### src/rtl/game_pkg.sv
// Shared types and default constants for the obstacle-game controller.
package game_pkg;

   typedef enum logic [1:0] {
      MENU = 2'd0,
      PLAY = 2'd1,
      WON  = 2'd2,
      LOST = 2'd3
   } game_state_e;

   typedef enum logic [1:0] {
      GROUND = 2'd0,
      RISE   = 2'd1,
      FALL   = 2'd2
   } jump_state_e;

   localparam int DEF_LEVEL_TICKS = 200;
   localparam int DEF_JUMP_HEIGHT = 60;
   localparam int DEF_RISE_STEP   = 4;
   localparam int DEF_FALL_STEP   = 4;
   localparam int DEF_HOLD_TICKS  = 120;

   localparam int DIST_W  = 10;
   localparam int ARITH_W = 11;

endpackage

### src/rtl/jump_ctrl.sv
// Player jump arc: GROUND -> RISE -> FALL -> GROUND, advancing one step per
// game tick while the game is in PLAY. Owns the distance register.
module jump_ctrl
   import game_pkg::*;
#(
   parameter int JUMP_HEIGHT = DEF_JUMP_HEIGHT,
   parameter int RISE_STEP   = DEF_RISE_STEP,
   parameter int FALL_STEP   = DEF_FALL_STEP
) (
   input  logic       clk,
   input  logic       reset,
   input  logic       tick,
   input  logic       enable,
   input  logic       clear,
   input  logic       jump_edge,
   output logic [9:0] distance,
   output logic       jump_busy
);

   localparam logic [ARITH_W-1:0] PEAK11 = ARITH_W'(JUMP_HEIGHT);
   localparam logic [ARITH_W-1:0] RISE11 = ARITH_W'(RISE_STEP);
   localparam logic [ARITH_W-1:0] FALL11 = ARITH_W'(FALL_STEP);
   localparam logic [DIST_W-1:0]  PEAK10 = PEAK11[10] ? 10'h3FF : PEAK11[9:0];

   jump_state_e       jst_q, jst_d;
   logic [DIST_W-1:0] dist_q, dist_d;

   // Rise step saturated at the peak, then clamped into the 10-bit output range.
   function automatic logic [DIST_W-1:0] rise_sat(input logic [DIST_W-1:0] d);
      logic [ARITH_W-1:0] sum;
      logic [ARITH_W-1:0] lim;
      sum = {1'b0, d} + RISE11;
      lim = (sum >= PEAK11) ? PEAK11 : sum;
      return lim[10] ? 10'h3FF : lim[9:0];
   endfunction

   // Fall step floored at ground level.
   function automatic logic [DIST_W-1:0] fall_sat(input logic [DIST_W-1:0] d);
      logic [ARITH_W-1:0] diff;
      if ({1'b0, d} <= FALL11) begin
         return '0;
      end
      diff = {1'b0, d} - FALL11;
      return diff[9:0];
   endfunction

   // Next jump state and height; a clear or leaving PLAY pins the player to the ground.
   always_comb begin
      jst_d  = jst_q;
      dist_d = dist_q;
      if (clear || (tick && !enable)) begin
         jst_d  = GROUND;
         dist_d = '0;
      end else if (tick) begin
         case (jst_q)
            GROUND: begin
               if (jump_edge) begin
                  jst_d = RISE;
               end
            end
            RISE: begin
               dist_d = rise_sat(dist_q);
               if (dist_d == PEAK10) begin
                  jst_d = FALL;
               end
            end
            FALL: begin
               dist_d = fall_sat(dist_q);
               if (dist_d == '0) begin
                  jst_d = GROUND;
               end
            end
            default: begin
               jst_d  = GROUND;
               dist_d = '0;
            end
         endcase
      end
   end

   // Jump state and height registers.
   always_ff @(posedge clk or posedge reset) begin
      if (reset) begin
         jst_q  <= GROUND;
         dist_q <= '0;
      end else begin
         jst_q  <= jst_d;
         dist_q <= dist_d;
      end
   end

   assign distance  = dist_q;
   assign jump_busy = (jst_q == RISE) || (jst_q == FALL);

endmodule

### src/rtl/game_sequencer.sv
// Gameplay controller: MENU / PLAY / WON / LOST phases, level and hold timers,
// win counter and button edge detection. All progress is gated by the game tick.
module game_sequencer
   import game_pkg::*;
#(
   parameter int LEVEL_TICKS = DEF_LEVEL_TICKS,
   parameter int JUMP_HEIGHT = DEF_JUMP_HEIGHT,
   parameter int RISE_STEP   = DEF_RISE_STEP,
   parameter int FALL_STEP   = DEF_FALL_STEP,
   parameter int HOLD_TICKS  = DEF_HOLD_TICKS
) (
   input  logic       clk,
   input  logic       reset,
   input  logic       tick,
   input  logic       start_btn,
   input  logic       jump_btn,
   input  logic       collision,
   output logic       menu_screen,
   output logic       player_won,
   output logic       player_lost,
   output logic [9:0] distance,
   output logic       jump_busy,
   output logic [7:0] wins
);

   localparam int LVL_W  = (LEVEL_TICKS > 1) ? $clog2(LEVEL_TICKS) : 1;
   localparam int HOLD_W = (HOLD_TICKS > 1) ? $clog2(HOLD_TICKS) : 1;
   localparam logic [LVL_W-1:0]  LVL_LAST  = LVL_W'(LEVEL_TICKS - 1);
   localparam logic [HOLD_W-1:0] HOLD_LAST = HOLD_W'(HOLD_TICKS - 1);

   game_state_e       state_q, state_d;
   logic [LVL_W-1:0]  level_cnt_q, level_cnt_d;
   logic [HOLD_W-1:0] hold_cnt_q, hold_cnt_d;
   logic [7:0]        wins_q, wins_d;
   logic              start_prev_q, start_prev_d;
   logic              jump_prev_q, jump_prev_d;

   logic start_edge;
   logic jump_edge;
   logic jump_enable;
   logic jump_clear;

   function automatic logic [7:0] sat_inc8(input logic [7:0] v);
      return (v == 8'hFF) ? v : v + 8'd1;
   endfunction

   assign start_edge  = tick && start_btn && !start_prev_q;
   assign jump_edge   = tick && jump_btn && !jump_prev_q;
   assign jump_enable = (state_q == PLAY);
   // Any phase change restarts the jump from the ground.
   assign jump_clear  = tick && (state_d != state_q);

   // Main phase sequencing, timers and button history, all advanced on tick only.
   always_comb begin
      state_d      = state_q;
      level_cnt_d  = level_cnt_q;
      hold_cnt_d   = hold_cnt_q;
      wins_d       = wins_q;
      start_prev_d = start_prev_q;
      jump_prev_d  = jump_prev_q;
      if (tick) begin
         start_prev_d = start_btn;
         jump_prev_d  = jump_btn;
         case (state_q)
            MENU: begin
               if (start_edge) begin
                  state_d     = PLAY;
                  level_cnt_d = '0;
               end
            end
            PLAY: begin
               level_cnt_d = level_cnt_q + 1'b1;
               if (collision) begin
                  state_d = LOST;
               end else if (level_cnt_q == LVL_LAST) begin
                  state_d = WON;
                  wins_d  = sat_inc8(wins_q);
               end
            end
            WON, LOST: begin
               if ((hold_cnt_q == HOLD_LAST) || start_edge) begin
                  state_d    = MENU;
                  hold_cnt_d = '0;
               end else begin
                  hold_cnt_d = hold_cnt_q + 1'b1;
               end
            end
            default: begin
               state_d = MENU;
            end
         endcase
      end
   end

   // Control registers.
   always_ff @(posedge clk or posedge reset) begin
      if (reset) begin
         state_q      <= MENU;
         level_cnt_q  <= '0;
         hold_cnt_q   <= '0;
         wins_q       <= '0;
         start_prev_q <= 1'b0;
         jump_prev_q  <= 1'b0;
      end else begin
         state_q      <= state_d;
         level_cnt_q  <= level_cnt_d;
         hold_cnt_q   <= hold_cnt_d;
         wins_q       <= wins_d;
         start_prev_q <= start_prev_d;
         jump_prev_q  <= jump_prev_d;
      end
   end

   jump_ctrl #(
      .JUMP_HEIGHT (JUMP_HEIGHT),
      .RISE_STEP   (RISE_STEP),
      .FALL_STEP   (FALL_STEP)
   ) u_jump (
      .clk       (clk),
      .reset     (reset),
      .tick      (tick),
      .enable    (jump_enable),
      .clear     (jump_clear),
      .jump_edge (jump_edge),
      .distance  (distance),
      .jump_busy (jump_busy)
   );

   assign menu_screen = (state_q == MENU);
   assign player_won  = (state_q == WON);
   assign player_lost = (state_q == LOST);
   assign wins        = wins_q;

endmodule

### config.mk
export PLATFORM = sky130hd
export DESIGN_NAME = game_sequencer
export DESIGN_NICKNAME = d
export VERILOG_FILES = /design/src/rtl/game_pkg.sv /design/src/rtl/jump_ctrl.sv /design/src/rtl/game_sequencer.sv
export SDC_FILE = /design/constraint.sdc
export NUM_CORES = 1
export LEC_CHECK = 0
export ABC_AREA = 1
export BUFFER_PORTS_ARGS = -buffer_cell sky130_fd_sc_hd__buf_2
export CORE_MARGIN = 4
export CORE_UTILIZATION = 38
export CTS_CLUSTER_DIAMETER = 60
export DETAILED_ROUTE_END_ITERATION = 8
export SYNTH_ARGS = -nofsm -noshare
export SYNTH_HDL_FRONTEND = slang
export SYNTH_SLANG_ARGS = --single-unit
### constraint.sdc
create_clock -name clk -period 2.11 [get_ports clk]
set_clock_uncertainty 0.05 [all_clocks]
set_input_delay 0.3165 -clock clk [delete_from_list [all_inputs] [get_ports clk]]
set_output_delay 0.3165 -clock clk [all_outputs]
set_load 0.05 [all_outputs]
==> flow_summary.json, run 1 <==
{
  "rows": 28,
  "period_minus_slack_ps": 1930,
  "status": "complete, no violations",
  "cts-buffers-inserted": 5,
  "nNetsFinal": 363,
  "cts_setup_buffers": 0,
  "cpPeakStageDelay_ps": 500,
  "cts_tree": "done",
  "initial_utilization_pct": 40.1,
  "cts_sinks": 39,
  "clkLatencyLatePin_ps": 290,
  "dr_total_vias": 2096,
  "crit_fanout": 7,
  "critPathMostFrequentCell": "nand2_1",
  "maxCapViolations": 0,
  "synth-seq-cells": 39,
  "io_buffers": 27,
  "place_congestion": 0.889,
  "synth_flop_cell": "dfrtp_1",
  "leakage_nw": 1.49,
  "synth_edf_count": 0,
  "multi_input_area_um2": 1240,
  "dp_cells": 413,
  "grt_max_degree": 40,
  "path_delay_family": "simple AND/OR/NAND/NOR gates",
  "synth_cell_types": 37,
  "grt-ovfl-total": 0,
  "num_antenna_cells": 0,
  "synth_top_area_cell": "dfrtp_1",
  "yosysSeqAreaShare_pct": 40.2,
  "fmax_ghz": 0.519,
  "critPathBufInv": 1,
  "synth.top_cells.by_count": "nand2_1, inv_1, dfrtp_1",
  "wire_per_inst_um": 12.2,
  "post_cts_resized": 0,
  "finalHoldViolCount": 0,
  "fin_tns_setup_ps": 0,
  "grt_usage_pct": 14.9,
  "async_flop_share_pct": 100,
  "relSlewSlack_pct": 67.5,
  "holdBufCountCts": 0,
  "dr.pass1.iters": 4,
  "yosysMostFrequentCell": "nand2_1",
  "critical_path_class": "flip-flop to flip-flop",
  "cts_buffer_depth": 2,
  "path_cells": "inv_1 > ha_1 > nand2_1 > nand2_1 > nand2_1 > nand3_1 > nand2_2 > o21ai_0 > nand2_1 > o21ai_0 > nand2_1 > nand2_1",
  "synth_area_um2": 2430,
  "cts_max_level": 2,
  "layout.area.seq_um2": 977,
  "syn_area_per_cell_um2": 7.83,
  "syn_nets": 328,
  "crit_required_ps": 2240,
  "finalSetupViolCount": 0,
  "grt_antenna_before_repair": 0,
  "grt_pass1_vias": 2038,
  "die-area_um2": 7730,
  "worstSetupEndpointType": "flip-flop",
  "syn2layout_area_growth_pct": 13.2,
  "synth.area.top_cells": "dfrtp_1, nand2_1, inv_1, ha_1, nor2_1",
  "hpwl_um": 3920,
  "route.detailed.drc": 0,
  "power_density_nw_per_um2": 819,
  "max-vdd-ir-drop_mv": 0.452,
  "core_um2": 6060,
  "hold_class": "input port to async pin",
  "layout-drive-gt1-share_pct": 19.1,
  "fin_util_pct": 45.4,
  "cpMaxStageDelayCell": "dfrtp_1",
  "synth_top_area_share_pct": 40.2,
  "slew_violations": 0,
  "ys_warn_count": 0,
  "cp.arrival_ps": 2060,
  "ant_nets": 0,
  "ios": 28,
  "clk_pin_slew_ps": 80,
  "start_kind": "flip-flop",
  "root_buffer": "clkbuf_8",
  "finalCritPeriodShare_pct": 91.3,
  "tightest_slew_ps": 488,
  "drt_iter0_drc": 91,
  "avgViaCountPerCell": 4.98,
  "postSynthCellCount": 310,
  "grt_pass1_wl_um": 9170,
  "rsz0062_at_grt": "false",
  "final_cells": 421,
  "wl_um": 5130,
  "die_x_um": 87.9,
  "die_h_um": 87.9,
  "fillCellCount": 614
}
==> cells in the final DEF (no fill, tap or decap), types with 11 or more instances in the layout <==
master / count
buf_2: 27
dfrtp_1: 38
ha_1: 12
inv_1: 45
nand2_1: 62
nand3_1: 19
nand4_1: 11
nor2_1: 29
o21ai_0: 20
xor2_1: 11
==> power breakdown <==
group          switching [mW]  total, mW  leakage (nW)  internal (mW)
clock network           0.266      0.497        0.0412          0.231
registers               0.118      0.992         0.510          0.874
logic                   0.531      0.763         0.935          0.232
total                   0.914       2.25          1.49           1.34
==> state kept, by name (all words and copies together), names as in the netlist <==
name	cells
hold_cnt_q	7
jump_prev_q	1
level_cnt_q	8
start_prev_q	1
state_q	2
u_jump.distance	10
u_jump.jst_q	2
wins	8
==> logic make-up after synthesis <==
| group | share of synthesized area, % |
|---|---|
| AO/OA/AOI/OAI | 9.89 |
| XOR/XNOR | 4.69 |
| adder cells (fa/ha/maj) | 6.18 |
| buffers and inverters | 8.55 |
| flip-flops | 40.2 |
| AND/OR/NAND/NOR | 30.5 |
==> stage by stage <==
step	hold slack, ps	setup slack [ps]	instance area [um2]	power [mW]
floorplan	396	73.8	2430	1.60
global placement	419	211	2670	1.77
detailed placement	422	206	2670	1.78
finish	81.2	183	2750	2.25
global route	137	2.48	2750	2.44
CTS	103	187	2750	2.28
==> layout make-up <==
cell class / instances / share of cell area (%)
Inverter: 51 / 6.96
Timing Repair Buffer: 30 / 5.73
Tap cell: 75 / 3.41
Clock inverter: 2 / 0.455
Multi-Input combinational cell: 218 / 45.3
Sequential cell: 39 / 35.5
Clock buffer: 6 / 2.64
==> worst paths after layout <==
path                                         start                 end  slack, ps  depth (start not counted)
worst max-delay path            u_jump.distance[3]  u_jump.distance[4]        180                         12
worst min-delay path                         reset      level_cnt_q[3]         80                          3
worst max register to register  u_jump.distance[3]  u_jump.distance[4]        180                         12
worst min register to register             wins[6]             wins[6]        440                          1
max in group asynchronous                    reset  u_jump.distance[2]       1570                          3
min in group clk                          jump_btn         jump_prev_q        200                          3
==> routing by layer <==
layer	up-vias	part of all wire [%]	wire [um]	GRT usage, %
met5	-	0	0	0
li1	1078	-	-	-
met1	964	46	2380	19.3
met3	10	5.6	289	3.48
met4	0	1.7	89	4.88
met2	44	46	2370	24.7
==> worst min-delay path: stages <==
cell	delay [ps]
buf_2	90
inv_1	40
buf_4	420
No activity file was read; power rests on OpenSTA's default activity.
==> run 2: changes to the inputs <==
--- a/config.mk
+++ b/config.mk
@@ -9,2 +9,3 @@
 export BUFFER_PORTS_ARGS = -buffer_cell sky130_fd_sc_hd__buf_2
+export CORE_ASPECT_RATIO = 1.4
 export CORE_MARGIN = 4
@@ -13,2 +14,3 @@
 export DETAILED_ROUTE_END_ITERATION = 8
+export HOLD_SLACK_MARGIN = 0.05
 export SYNTH_ARGS = -nofsm -noshare
==> constraint.sdc (replaced) <==
create_clock -name clk -period 2.11 [get_ports clk]
set_clock_uncertainty 0.05 [all_clocks]
set_input_delay 0.422 -clock clk [delete_from_list [all_inputs] [get_ports clk]]
set_output_delay 0.422 -clock clk [all_outputs]
set_load 0.05 [all_outputs]
==> run 2 against run 1 <==
Against the previous run: setup slack worse by 7.0 ps; first-iteration DRC count decreased by 26%; sequential power barely moved; register-to-register slack barely moved; via count about the same.
==> flow_summary.json, run 2 (synthesized netlist as in run 1, its figures left out) <==
{
  "place_congestion": 0.831,
  "final_cell_mix": "nand2_1, inv_1, dfrtp_1, nor2_1, buf_2",
  "slew_violations": 0,
  "num_antenna_cells": 0,
  "worstSetupEndpointType": "flip-flop",
  "die-area_um2": 7750,
  "ant_nets": 0,
  "cts_buffer_depth": 2,
  "dr.pass1.iters": 4,
  "avgViaCountPerCell": 5.03,
  "final_area_um2": 2740,
  "pre_cts_slack_ps": 183,
  "rsz0062_at_grt": "false",
  "grt_max_degree": 40,
  "r2r_cells": 12,
  "place_area_um2": 2650,
  "grt_usage_pct": 14.6,
  "ios": 28,
  "fillCellCount": 627,
  "clkLatencyLatePin_ps": 290,
  "power_mw": 2.25,
  "cts_sinks": 39,
  "holdBufCountCts": 0,
  "cp.arrival_ps": 2110,
  "io_buffers": 27,
  "wire_per_inst_um": 12.4,
  "die_h_um": 103,
  "start_kind": "flip-flop",
  "core_um2": 6210,
  "grt-ovfl-total": 0,
  "grt_pass1_wl_um": 8820,
  "dr_total_vias": 2098,
  "wl_um": 5190,
  "crit_required_ps": 2290,
  "worst_slack_ps": 176,
  "post_cts_resized": 0,
  "cts_tree": "done",
  "root_buffer": "clkbuf_8",
  "reg2reg_to": "u_jump.jst_q[1]",
  "final_cells": 417,
  "path_delay_family": "simple AND/OR/NAND/NOR gates",
  "maxCapViolations": 0,
  "grt_antenna_before_repair": 0,
  "rows": 34,
  "critPathBufInv": 2,
  "cts-buffers-inserted": 5,
  "nNetsFinal": 362,
  "finalHoldViolCount": 0,
  "route.detailed.drc": 0,
  "layout-drive-gt1-share_pct": 18.8,
  "power_density_nw_per_um2": 823,
  "cpMaxStageDelayCell": "dfrtp_1",
  "fmax_ghz": 0.517,
  "tightest_slew_ps": 499,
  "leakage_nw": 1.48,
  "largest_reg_flops": 10,
  "rr_startpoint": "u_jump.distance[3]",
  "crit_fanout": 7,
  "grt_pass1_vias": 1976,
  "finalCritPeriodShare_pct": 91.6,
  "syn2layout_area_growth_pct": 12.8,
  "holdWs_ps": 178,
  "period_minus_slack_ps": 1930,
  "path_cells": "inv_1 > ha_1 > nand3_1 > nor2_1 > nand2_1 > nor2_1 > nand3_1 > nand2_2 > nand3_2 > nand2_1 > inv_1 > nor2_2",
  "status": "complete, no violations",
  "hold_class": "input port to async pin",
  "critical_path_class": "flip-flop to flip-flop",
  "hpwl_um": 4020,
  "dp_cells": 409,
  "cpPeakStageDelay_ps": 510,
  "cp_num_cells": 12,
  "cts_setup_buffers": 0,
  "layout_commonest_cell": "nand2_1",
  "max-vdd-ir-drop_mv": 0.460,
  "finalSetupViolCount": 0,
  "relSlewSlack_pct": 66.8,
  "die_x_um": 75.6,
  "drt_iter0_drc": 67,
  "cts_max_level": 2,
  "fin_tns_setup_ps": 0,
  "clk_pin_slew_ps": 80,
  "rrSetupSlack_ps": 180,
  "fin_util_pct": 44.1,
  "initial_utilization_pct": 39.1
}
[run 2: changes by cell type in the layout (fill, tap and decap cells not counted), sizes merged]
cell / before / now
buf: 30 / 29
[run 2: where the power goes]
group          leakage, nW  total (mW)  internal [mW]  switching, mW
clock               0.0412       0.498          0.231          0.267
sequential           0.510       0.992          0.874          0.117
combinational        0.931       0.763          0.231          0.532
total                 1.48        2.25           1.34          0.916
[run 2: how the worst max path moves through the flow]
stage                       startpoint                 end  slack, ps
global placement    u_jump.distance[3]  u_jump.distance[4]        220
detailed placement  u_jump.distance[3]     u_jump.jst_q[1]        180
global route        u_jump.distance[3]     u_jump.jst_q[0]          5
CTS                 u_jump.distance[3]     u_jump.jst_q[1]        170
floorplan           u_jump.distance[3]     u_jump.jst_q[1]         70
finish              u_jump.distance[3]     u_jump.jst_q[1]        180
[run 2: cell type report]
cell class	instances	area [um2]	area share, %
multi-input combinational	218	1240	45.5
sequential	39	977	35.7
inverter	51	191	6.99
timing repair buffer	29	150	5.48
tap	72	90.1	3.29
clock buffer	6	72.6	2.65
clock inverter	2	12.5	0.457
[run 2: tightest hold or removal path: cells and delay by family]
kind                   cells  cell delay (ps)
buffers and inverters      3              540
[run 2: routing by layer]
layer | track usage [%] | up-vias | routed length [um]
met5 | 0 | - | 0
li1 | - | 1073 | -
met4 | 4.85 | 0 | 75
met2 | 26.3 | 34 | 2750
met3 | 3.32 | 7 | 214
met1 | 16.8 | 984 | 2160
==> run 3: changes to the inputs <==
Settings changed: REMOVE_ABC_BUFFERS set to 1.
==> run 3 against run 2 <==
Against the previous run: wire length is 2.7% higher; sequential cell count unchanged; first-iteration DRC count is 52% higher; global-route usage grew 1.1 points; setup slack gained 18 ps; register-to-register slack better by 70 ps; design area decreased by 0.14%; hold slack gained 15 ps; sequential power about the same.
==> flow_summary.json, run 3 (synthesized netlist as in run 1, its figures left out) <==
{
  "m1WireLength_um": 2290,
  "comb_power_share_pct": 34.3,
  "cts_buffer_depth": 2,
  "tightest_slew_ps": 506,
  "crit_fanout": 4,
  "hpwl_um": 4010,
  "final_cell_mix": "nand2_1, inv_1, dfrtp_1, nor2_1, buf_2",
  "nNetsFinal": 362,
  "grt_usage_pct": 15.8,
  "final_area_um2": 2740,
  "cts_sinks": 39,
  "seqPwrFrac_pct": 43.9,
  "slew_violations": 0,
  "cts_max_level": 2,
  "dr.pass1.iters": 4,
  "power_density_nw_per_um2": 826,
  "ios": 28,
  "finalSetupViolCount": 0,
  "holdBufCountCts": 0,
  "place_area_um2": 2650,
  "period_minus_slack_ps": 1920,
  "root_buffer": "clkbuf_8",
  "syn2layout_area_growth_pct": 12.6,
  "place_congestion": 0.816,
  "grt-ovfl-total": 0,
  "met2_length_um": 2790,
  "clkPwrFrac_pct": 21.9,
  "ant_nets": 0,
  "crit_required_ps": 1640,
  "rsz0062_at_grt": "false",
  "io_buffers": 27,
  "worstSetupEndpointType": "primary output",
  "wire_per_inst_um": 12.8,
  "dp_cells": 409,
  "p_sw_share_pct": 40.8,
  "grt_antenna_before_repair": 0,
  "rows": 34,
  "largest_reg_flops": 10,
  "layout-drive-gt1-share_pct": 18.6,
  "initial_utilization_pct": 39.1,
  "clkLatencyLatePin_ps": 290,
  "maxUsedRoutingLayer": "met4",
  "layout_commonest_cell": "nand2_1",
  "max-vdd-ir-drop_mv": 0.539,
  "relSlewSlack_pct": 66.3,
  "drt_iter0_drc": 102,
  "hold_class": "input port to async pin",
  "cts_setup_buffers": 0,
  "dr_total_vias": 2088,
  "avgViaCountPerCell": 5.01,
  "final_cells": 417,
  "die_h_um": 103,
  "worst_slack_ps": 194,
  "pre_cts_slack_ps": 211,
  "maxCapViolations": 0,
  "leakage_nw": 1.48,
  "fmax_ghz": 0.522,
  "cp.arrival_ps": 1440,
  "wl_um": 5330,
  "wl_met3_um": 190,
  "fin_tns_setup_ps": 0,
  "finalHoldViolCount": 0,
  "core_um2": 6210,
  "start_kind": "flip-flop",
  "power.switching_uw": 922,
  "status": "complete, no violations",
  "p_int_mw": 1.34,
  "route.detailed.drc": 0,
  "die-area_um2": 7750,
  "cts-buffers-inserted": 5,
  "finalCritPeriodShare_pct": 90.8,
  "num_antenna_cells": 0,
  "grt_pass1_wl_um": 9540,
  "clk_pin_slew_ps": 80,
  "grt_pass1_vias": 2144,
  "grt_max_degree": 40,
  "critical_path_class": "flip-flop to primary output",
  "die_x_um": 75.6,
  "cts_tree": "done"
}
[run 3: cell types whose count changed in the layout (fill, tap and decap cells not counted), sizes merged]
cell | previous run | this run
clkinvlp | 1 | 0
clkbuf | 6 | 7
[run 3: path summary, 6_finish.rpt]
path | start | endpoint | slack [ps] | cells after the start
setup / recovery | u_jump.jst_q[0] | jump_busy | 190 | 3
min in group clk | jump_btn | jump_prev_q | 350 | 3
max in group asynchronous | reset | u_jump.distance[3] | 1450 | 3
hold / removal | reset | u_jump.distance[6] | 190 | 3
hold reg to reg | wins[6] | wins[6] | 450 | 1
setup reg to reg | u_jump.jst_q[0] | u_jump.distance[2] | 250 | 7
[run 3: cell type report]
class / instances / area [um2]
Sequential cell: 39 / 977
Inverter: 51 / 191
Timing Repair Buffer: 29 / 150
Fill cell: 633 / 3480
Clock inverter: 1 / 5.00
Multi-Input combinational cell: 218 / 1240
Tap cell: 72 / 90.1
Clock buffer: 7 / 76.3
[run 3: stage by stage]
stage	total power, mW	util, %	hold WS [ps]
2_1_floorplan	1.60	-	429
3_3_place_gp	1.77	42.7	443
3_5_place_dp	1.78	42.7	442
4_1_cts	2.30	44.0	217
5_1_grt	2.45	44.0	242
6_report	2.26	44.0	193
[run 3: critical path, cell delays in order (launching register included)]
cell and delay (ps):
dfrtp_1 390, inv_1 110, ha_1 360, buf_2 280
[run 3: repair_timing]
item	in CTS	in global routing
endpoints found under the hold margin	0	0
endpoints found under the setup margin	0	3
gates resized for setup	0	1
[run 3: routing by layer]
| layer | vias up | track usage (%) |
|---|---|---|
| li1 | 1073 | - |
| met1 | 972 | 19.7 |
| met2 | 38 | 27.3 |
| met3 | 5 | 2.54 |
| met4 | 0 | 4.98 |
| met5 | - | 0 |
[run 3: power groups by stage]
stage	combinational [mW]	clock, mW	sequential, mW
after floorplan	0.618	0	0.979
after global placement	0.768	0	1.00
after detailed placement	0.779	0	1.00
after CTS	0.784	0.521	0.990
after global routing	0.895	0.545	1.01
final	0.774	0.494	0.991
